### src/rtl/if_stage_pkg.sv
// Shared encodings and defaults for the RV32I instruction-fetch stage.
// The optional counter block is enabled by defining IF_STAGE_PERF_EN.
package if_stage_pkg;

    typedef enum logic [1:0] {
        NPC_PC4  = 2'd0,
        NPC_BEQ  = 2'd1,
        NPC_JMP  = 2'd2,
        NPC_JMPR = 2'd3
    } npc_op_t;

    localparam logic [31:0] NOP_INST_DEF = 32'h0000_0013;
    localparam logic [31:0] RESET_PC_DEF = 32'h0000_0000;
    localparam int          IROM_AW_DEF  = 14;

    function automatic logic [31:0] pc_plus4(input logic [31:0] pc);
        return pc + 32'd4;
    endfunction

endpackage

### src/rtl/if_stage_if.sv
// Bus bundle between the fetch stage and the rest of the pipeline.
// Counter outputs exist only when IF_STAGE_PERF_EN is defined.
interface if_stage_if #(
    parameter int IROM_AW = 14
);
    logic               stall;
    logic               ex_valid;
    logic [1:0]         ex_npc_op;
    logic               ex_br_taken;
    logic [31:0]        ex_pc;
    logic [31:0]        ex_imm;
    logic [31:0]        ex_alu_c;
    logic [IROM_AW-1:0] irom_addr;
    logic [31:0]        irom_inst;
    logic               redirect;
    logic [31:0]        id_pc;
    logic [31:0]        id_pc4;
    logic [31:0]        id_inst;
    logic               id_valid;
`ifdef IF_STAGE_PERF_EN
    logic [31:0]        perf_fetch_cnt;
    logic [31:0]        perf_flush_cnt;
`endif

    // Pipeline/ROM side: drives EX control and ROM data, consumes IF/ID.
    modport master (
`ifdef IF_STAGE_PERF_EN
        input  perf_fetch_cnt,
        input  perf_flush_cnt,
`endif
        output stall, ex_valid, ex_npc_op, ex_br_taken, ex_pc, ex_imm, ex_alu_c,
        output irom_inst,
        input  irom_addr, redirect, id_pc, id_pc4, id_inst, id_valid
    );

    modport slave (
`ifdef IF_STAGE_PERF_EN
        output perf_fetch_cnt,
        output perf_flush_cnt,
`endif
        input  stall, ex_valid, ex_npc_op, ex_br_taken, ex_pc, ex_imm, ex_alu_c,
        input  irom_inst,
        output irom_addr, redirect, id_pc, id_pc4, id_inst, id_valid
    );

endinterface

### src/rtl/if_stage_npc.sv
// Next-PC resolution: decides whether the EX-stage instruction redirects fetch
// and where to. Purely combinational.
module if_stage_npc
    import if_stage_pkg::*;
(
    input  logic        ex_valid,
    input  logic [1:0]  ex_npc_op,
    input  logic        ex_br_taken,
    input  logic [31:0] ex_pc,
    input  logic [31:0] ex_imm,
    input  logic [31:0] ex_alu_c,
    output logic        redirect,
    output logic [31:0] target
);

    npc_op_t op;
    logic    taken;

    assign op = npc_op_t'(ex_npc_op);

    always_comb begin
        taken  = 1'b0;
        target = ex_pc + ex_imm;
        case (op)
            NPC_BEQ:  taken = ex_br_taken;
            NPC_JMP:  taken = 1'b1;
            NPC_JMPR: begin
                taken  = 1'b1;
                // jalr clears only bit 0; bit 1 is left for the ROM to ignore
                target = ex_alu_c & ~32'h1;
            end
            default:  taken = 1'b0;
        endcase
    end

    assign redirect = ex_valid & taken;

endmodule

### src/rtl/if_stage.sv
// RV32I instruction-fetch stage: PC register, ROM addressing and IF/ID latch.
// Define IF_STAGE_PERF_EN to add fetch/flush event counters.
module if_stage
    import if_stage_pkg::*;
#(
    parameter logic [31:0] RESET_PC = RESET_PC_DEF,
    parameter int          IROM_AW  = IROM_AW_DEF,
    parameter logic [31:0] NOP_INST = NOP_INST_DEF
) (
    input logic          cpu_clk,
    input logic          cpu_rst,
    if_stage_if.slave    bus
);

    logic [31:0] pc_p0;
    logic [31:0] id_pc_p1;
    logic [31:0] id_pc4_p1;
    logic [31:0] id_inst_p1;
    logic        vld_p1;
    logic        redirect;
    logic [31:0] target;

    if_stage_npc u_npc (
        .ex_valid    (bus.ex_valid),
        .ex_npc_op   (bus.ex_npc_op),
        .ex_br_taken (bus.ex_br_taken),
        .ex_pc       (bus.ex_pc),
        .ex_imm      (bus.ex_imm),
        .ex_alu_c    (bus.ex_alu_c),
        .redirect    (redirect),
        .target      (target)
    );

    // Stage p0 -> p1: PC update and IF/ID latch; redirect outranks stall
    always_ff @(posedge cpu_clk or posedge cpu_rst) begin
        if (cpu_rst) begin
            pc_p0      <= RESET_PC;
            id_pc_p1   <= 32'h0;
            id_pc4_p1  <= 32'h0;
            id_inst_p1 <= NOP_INST;
            vld_p1     <= 1'b0;
        end else if (redirect) begin
            pc_p0      <= target;
            id_inst_p1 <= NOP_INST;
            vld_p1     <= 1'b0;
        end else if (!bus.stall) begin
            pc_p0      <= pc_plus4(pc_p0);
            id_pc_p1   <= pc_p0;
            id_pc4_p1  <= pc_plus4(pc_p0);
            id_inst_p1 <= bus.irom_inst;
            vld_p1     <= 1'b1;
        end
    end

`ifdef IF_STAGE_PERF_EN
    logic [31:0] fetch_cnt_p1;
    logic [31:0] flush_cnt_p1;

    always_ff @(posedge cpu_clk or posedge cpu_rst) begin
        if (cpu_rst) begin
            fetch_cnt_p1 <= 32'h0;
            flush_cnt_p1 <= 32'h0;
        end else if (redirect) begin
            flush_cnt_p1 <= flush_cnt_p1 + 32'd1;
        end else if (!bus.stall) begin
            fetch_cnt_p1 <= fetch_cnt_p1 + 32'd1;
        end
    end

    assign bus.perf_fetch_cnt = fetch_cnt_p1;
    assign bus.perf_flush_cnt = flush_cnt_p1;
`endif

    assign bus.irom_addr = pc_p0[IROM_AW+1:2];
    assign bus.redirect  = redirect;
    assign bus.id_pc     = id_pc_p1;
    assign bus.id_pc4    = id_pc4_p1;
    assign bus.id_inst   = id_inst_p1;
    assign bus.id_valid  = vld_p1;

endmodule

### src/flat_wrapper.sv
// flat-port wrapper written by rule: the top's interface ports become plain ports
module if_stage_flat import if_stage_pkg::*;
#(
    parameter logic [31:0] RESET_PC = RESET_PC_DEF,
    parameter int          IROM_AW  = IROM_AW_DEF,
    parameter logic [31:0] NOP_INST = NOP_INST_DEF
)
  (cpu_clk, cpu_rst, bus_stall, bus_ex_valid, bus_ex_npc_op, bus_ex_br_taken, bus_ex_pc, bus_ex_imm, bus_ex_alu_c, bus_irom_inst, bus_irom_addr, bus_redirect, bus_id_pc, bus_id_pc4, bus_id_inst, bus_id_valid);
  if_stage_if #(.IROM_AW(IROM_AW)) bus_i ();
  input logic cpu_clk;
  input logic cpu_rst;
  input wire logic [$bits(bus_i.stall)-1:0] bus_stall;
  input wire logic [$bits(bus_i.ex_valid)-1:0] bus_ex_valid;
  input wire logic [$bits(bus_i.ex_npc_op)-1:0] bus_ex_npc_op;
  input wire logic [$bits(bus_i.ex_br_taken)-1:0] bus_ex_br_taken;
  input wire logic [$bits(bus_i.ex_pc)-1:0] bus_ex_pc;
  input wire logic [$bits(bus_i.ex_imm)-1:0] bus_ex_imm;
  input wire logic [$bits(bus_i.ex_alu_c)-1:0] bus_ex_alu_c;
  input wire logic [$bits(bus_i.irom_inst)-1:0] bus_irom_inst;
  output wire logic [$bits(bus_i.irom_addr)-1:0] bus_irom_addr;
  output wire logic [$bits(bus_i.redirect)-1:0] bus_redirect;
  output wire logic [$bits(bus_i.id_pc)-1:0] bus_id_pc;
  output wire logic [$bits(bus_i.id_pc4)-1:0] bus_id_pc4;
  output wire logic [$bits(bus_i.id_inst)-1:0] bus_id_inst;
  output wire logic [$bits(bus_i.id_valid)-1:0] bus_id_valid;
  assign bus_i.stall = bus_stall;
  assign bus_i.ex_valid = bus_ex_valid;
  assign bus_i.ex_npc_op = bus_ex_npc_op;
  assign bus_i.ex_br_taken = bus_ex_br_taken;
  assign bus_i.ex_pc = bus_ex_pc;
  assign bus_i.ex_imm = bus_ex_imm;
  assign bus_i.ex_alu_c = bus_ex_alu_c;
  assign bus_i.irom_inst = bus_irom_inst;
  assign bus_irom_addr = bus_i.irom_addr;
  assign bus_redirect = bus_i.redirect;
  assign bus_id_pc = bus_i.id_pc;
  assign bus_id_pc4 = bus_i.id_pc4;
  assign bus_id_inst = bus_i.id_inst;
  assign bus_id_valid = bus_i.id_valid;
  if_stage #(.RESET_PC(RESET_PC), .IROM_AW(IROM_AW), .NOP_INST(NOP_INST)) u_core (.cpu_clk(cpu_clk), .cpu_rst(cpu_rst), .bus(bus_i));
endmodule
### config.mk
export PLATFORM = sky130hd
export DESIGN_NAME = if_stage_flat
export DESIGN_NICKNAME = d
export VERILOG_FILES = /design/src/rtl/if_stage_pkg.sv /design/src/rtl/if_stage_if.sv /design/src/rtl/if_stage_npc.sv /design/src/rtl/if_stage.sv /design/src/flat_wrapper.sv
export SDC_FILE = /design/constraint.sdc
export NUM_CORES = 1
export LEC_CHECK = 0
export ABC_AREA = 1
export CAP_MARGIN = 20
export CORE_MARGIN = 1.5
export CORE_UTILIZATION = 30
export DETAILED_ROUTE_END_ITERATION = 16
export PLACE_DENSITY = 0.61
export SLEW_MARGIN = 0
export SYNTH_ARGS = -nofsm -noshare
export SYNTH_HDL_FRONTEND = slang
export SYNTH_SLANG_ARGS = --single-unit
### constraint.sdc
create_clock -name cpu_clk -period 6 [get_ports cpu_clk]
set_clock_uncertainty 0.1 [all_clocks]
set_input_delay 1.2 -clock cpu_clk [delete_from_list [all_inputs] [get_ports cpu_clk]]
set_output_delay 1.2 -clock cpu_clk [all_outputs]
set_load 0.03 [all_outputs]
==> metrics.log <==
INFO  metric fin_area = 11700 sq um
INFO  metric grtUsageMet2 = about a third
INFO  metric crit_path_start_kind = primary input
INFO  metric crit_path_end = bus_redirect
INFO  metric synth_top_area_share = 37.1%
INFO  metric overflow = 0
INFO  metric timing.max_cap.violations = 0
INFO  metric post-route-util = 43.0%
INFO  metric hold_slack = 0.376 ns
INFO  metric clkSinkCount = 127
INFO  metric maxSlewViolCount = 0
INFO  metric top_cells_by_count_synth = 423 x sky130_fd_sc_hd__nand2_1, 157 x sky130_fd_sc_hd__inv_1, 130 x sky130_fd_sc_hd__nor2_1
INFO  metric setup_violations = 0
INFO  metric critPathMaxStageDelay = 0.74 ns
INFO  metric finalCriticalPeriod = 4.50 ns
INFO  metric finish.net_count = 1597
INFO  metric viasPerCell = 4.56
INFO  metric synth-edff-count = 0
INFO  metric pwr_density_cell = 296 nW/um^2
INFO  metric timing.critical_path.mode_cell = sky130_fd_sc_hd__clkdlybuf4s50_1
INFO  metric largest_net_degree_at_the_start_of_global_routing = 71
INFO  metric static-leakage-power = 5.83 nW
INFO  metric setup-tns-final = 0 ns
INFO  metric placeableCoreArea = 27200 sq um
INFO  metric vdd.ir_drop.worst = around 0.19 mV
INFO  metric synth-seq-cells = 127
INFO  metric via_count_of_the_first_global_routing_pass = 7942
INFO  metric netlist_area = approximately 8400 sq um
INFO  metric ctsHoldBuffers = 0
INFO  metric grt_util_all_layers = 18.5%
INFO  metric clock-root-buffer = sky130_fd_sc_hd__clkbuf_16
INFO  metric max-clock-path-buffers = 2
INFO  metric cts_resized = 0
INFO  metric drt-initial-drc-count = 448
INFO  metric route.detailed.drc = 0
INFO  metric hold_path.startpoint = u_core.bus.id_pc[21]
INFO  metric min-delay-path-class = reg2reg
INFO  metric dominant_cell_by_count_in_the_synthesized_netlist = sky130_fd_sc_hd__nand2_1
INFO  metric postSynthAreaPerCell = just under 7 sq um
INFO  metric preCtsSetupSlack = 1.47 ns
INFO  metric vias = 8267
INFO  metric timing.final.crit_share = 75.1%
INFO  metric worst_reg_to_reg_path_cell_count = 10
INFO  metric synthTopCellsByArea = sky130_fd_sc_hd__dfrtp_1 37%, sky130_fd_sc_hd__nand2_1 19%, sky130_fd_sc_hd__inv_1 7.0%
INFO  metric reg2reg_setup_slack = 4.00 ns
INFO  metric postSynth.topFlopCell = sky130_fd_sc_hd__dfrtp_1
INFO  metric reg2reg_to = u_core.pc_p0[28]
INFO  metric num-fill-cells = 2813
INFO  metric cp_data_arrival_time = 3.20 ns
INFO  metric global_route_wire_length_before_repair = 41.5 mm
INFO  metric total_wirelength = 26.5 mm
INFO  metric numCtsBuffers = 17
INFO  metric design_power_total = roughly 3.5 mW
INFO  metric chipWidth = 170 microns
INFO  metric num_rows = 60
INFO  metric grt_antenna_before_repair = 0
INFO  metric critical_path.slowest_cell = sky130_fd_sc_hd__clkdlybuf4s50_1
INFO  metric synth_nets = 1376
INFO  metric fp.dieH = 170 microns
INFO  metric multiInputGateArea = 4290 sq um
INFO  metric place_congestion = just over 0.9
INFO  metric worst_pin_slew = 0.889 ns
INFO  metric seq_area_frac_synth = 38.0%
INFO  metric post_cts.repair.setup_buffers = 0
INFO  metric share_of_final_layout_standard_cells_stronger_than_drive_strength_1 = 5.83%
INFO  metric timing_hold_violations_final = 0
INFO  metric start_util = a little under a third
INFO  metric count_of_inserted_antenna_diode_cells = 0
INFO  metric timing.critical_path.from = bus_ex_npc_op[0]
INFO  metric grt.met3_usage = between 3 and 4%
INFO  metric cp_max_fo = 23
INFO  metric register_area = 3180 sq um
INFO  metric crit_required = 4.70 ns
INFO  metric layout.cells.non_filler = 1814
INFO  metric grtUsageMet1 = around a quarter
INFO  metric dp_cells = 1782
INFO  metric design.die.area = between 20000 and 30000 sq um
INFO  metric hpwl_detailed = 21.2 mm
INFO  metric status = finished, final reports clean
INFO  metric port_buffers = 245
INFO  metric cts_tree = built
INFO  metric synthDistinctLibCells = 40
INFO  metric placed_area = ~11000 sq um
INFO  metric crit_type = in2out
INFO  metric design.portCount = 247
INFO  metric synth_top_cell_by_area = sky130_fd_sc_hd__dfrtp_1
INFO  metric rsz0062_at_grt = false
INFO  metric area.growth.synth_to_final = 39.6%
INFO  metric firstDrtPassIters = 5
INFO  metric syn-instance-count = about 1200
INFO  metric antenna_violating_nets_post_route = 0
INFO  metric critical_path.cell_chain = clkdlybuf4s50_1 -> a21o_1 -> nand2_2 -> inv_2 -> clkdlybuf4s50_1
INFO  metric timing.fmax = 222 MHz
INFO  metric synthesis.yosys.warnings = 0
INFO  metric worst_skew_pair.late_latency = 0.42 ns
INFO  metric synthArstFlopShare = 100%
INFO  metric rr_startpoint = u_core.pc_p0[3]
INFO  metric post-route-worst-setup-slack = 1.50 ns
INFO  metric setup.worst_path.end_class = output pin
INFO  metric slew_headroom = slightly above 40%
INFO  metric cts.htree.levels = 4
INFO  metric gr-max-usage-layer = met2
INFO  metric detail_route.wl_per_cell = 14.6 microns
INFO  metric clk_pin_slew_worst_paths = 0.06 ns
[worst min path at each step]
stage	endpoint	slack, ns	cells after the start
detailed placement	u_core.bus.id_pc[14]	0.36	2
floorplan	u_core.bus.id_pc[1]	0.35	2
CTS	u_core.bus.id_pc[14]	0.38	2
global placement	u_core.bus.id_pc[21]	0.36	2
global route	u_core.bus.id_pc4[15]	0.41	2
finish	u_core.bus.id_pc[21]	0.38	2
[logic make-up (layout without fill, tap and decap cells)]
group           Yosys count  after routing  synth area share (%)
compound gates          145            145                  10.7
simple gates            660            660                  32.6
xor+xnor                 27             27                  2.83
fa+ha+maj                33             33                  5.02
flops                   127            127                  38.0
buf+inv                 216            450                  10.8
[where the power goes]
group | switching, mW | total (mW) | leakage (nW) | internal (mW)
logic | 0.762 | 1.26 | 3.96 | 0.498
clock network | 0.390 | 1.05 | 0.282 | 0.664
registers | 0.128 | 1.14 | 1.60 | 1.02
[flip-flops by register name, summed over array words and instances (netlist names)]
signal               cells
u_core.bus.id_inst      32
u_core.bus.id_pc        32
u_core.pc_p0            32
u_core.bus.id_pc4       30
u_core.bus.id_valid      1
[per-layer routing]
layer	share of wire (%)	up-vias
met4	1.5	0
met2	47	262
met1	46	3760
met5	0	-
met3	5.9	25
li1	-	4220
[worst max-delay path: cells and delay by family]
| family | cells | cell delay [ns] |
|---|---|---|
| AOI/OAI and AO/OA | 1 | 0.12 |
| buffers and inverters | 3 | 1.60 |
| and+or+nand+nor | 1 | 0.28 |
[final cells by class]
| class | count | area share [%] |
|---|---|---|
| Sequential cell | 127 | 27.2 |
| Multi-Input combinational cell | 865 | 36.7 |
| Tap cell | 372 | 3.98 |
| Inverter | 167 | 5.40 |
| Timing Repair Buffer | 251 | 21.5 |
| Clock inverter | 13 | 1.40 |
| Clock buffer | 19 | 3.79 |
[layout by cell type, fill, tap and decap left out, types with 2 or more instances in the layout]
cell	n
sky130_fd_sc_hd__inv_1	155
sky130_fd_sc_hd__o211ai_1	4
sky130_fd_sc_hd__o21bai_1	2
sky130_fd_sc_hd__a22o_1	29
sky130_fd_sc_hd__nor3_2	8
sky130_fd_sc_hd__o21ai_1	10
sky130_fd_sc_hd__dfrtp_1	124
sky130_fd_sc_hd__nor2_1	130
sky130_fd_sc_hd__dfstp_2	3
sky130_fd_sc_hd__bufinv_16	3
sky130_fd_sc_hd__clkinv_4	2
sky130_fd_sc_hd__buf_4	5
sky130_fd_sc_hd__inv_2	10
sky130_fd_sc_hd__a21oi_1	37
sky130_fd_sc_hd__nand4_1	3
sky130_fd_sc_hd__a22oi_1	3
sky130_fd_sc_hd__clkinv_2	3
sky130_fd_sc_hd__clkbuf_16	17
sky130_fd_sc_hd__nor3_1	9
sky130_fd_sc_hd__o221ai_1	4
sky130_fd_sc_hd__clkdlybuf4s50_1	245
sky130_fd_sc_hd__nor2_2	5
sky130_fd_sc_hd__a21o_1	2
sky130_fd_sc_hd__nor4_2	2
sky130_fd_sc_hd__xnor2_1	3
sky130_fd_sc_hd__o21ai_0	48
sky130_fd_sc_hd__nor2_4	5
sky130_fd_sc_hd__nand2_1	423
sky130_fd_sc_hd__nand3_1	64
sky130_fd_sc_hd__xor2_1	24
sky130_fd_sc_hd__ha_1	32
sky130_fd_sc_hd__clkinvlp_4	5
sky130_fd_sc_hd__o22a_1	3
sky130_fd_sc_hd__nand2_2	7
Note: power is estimated with default switching activity, not from simulation.
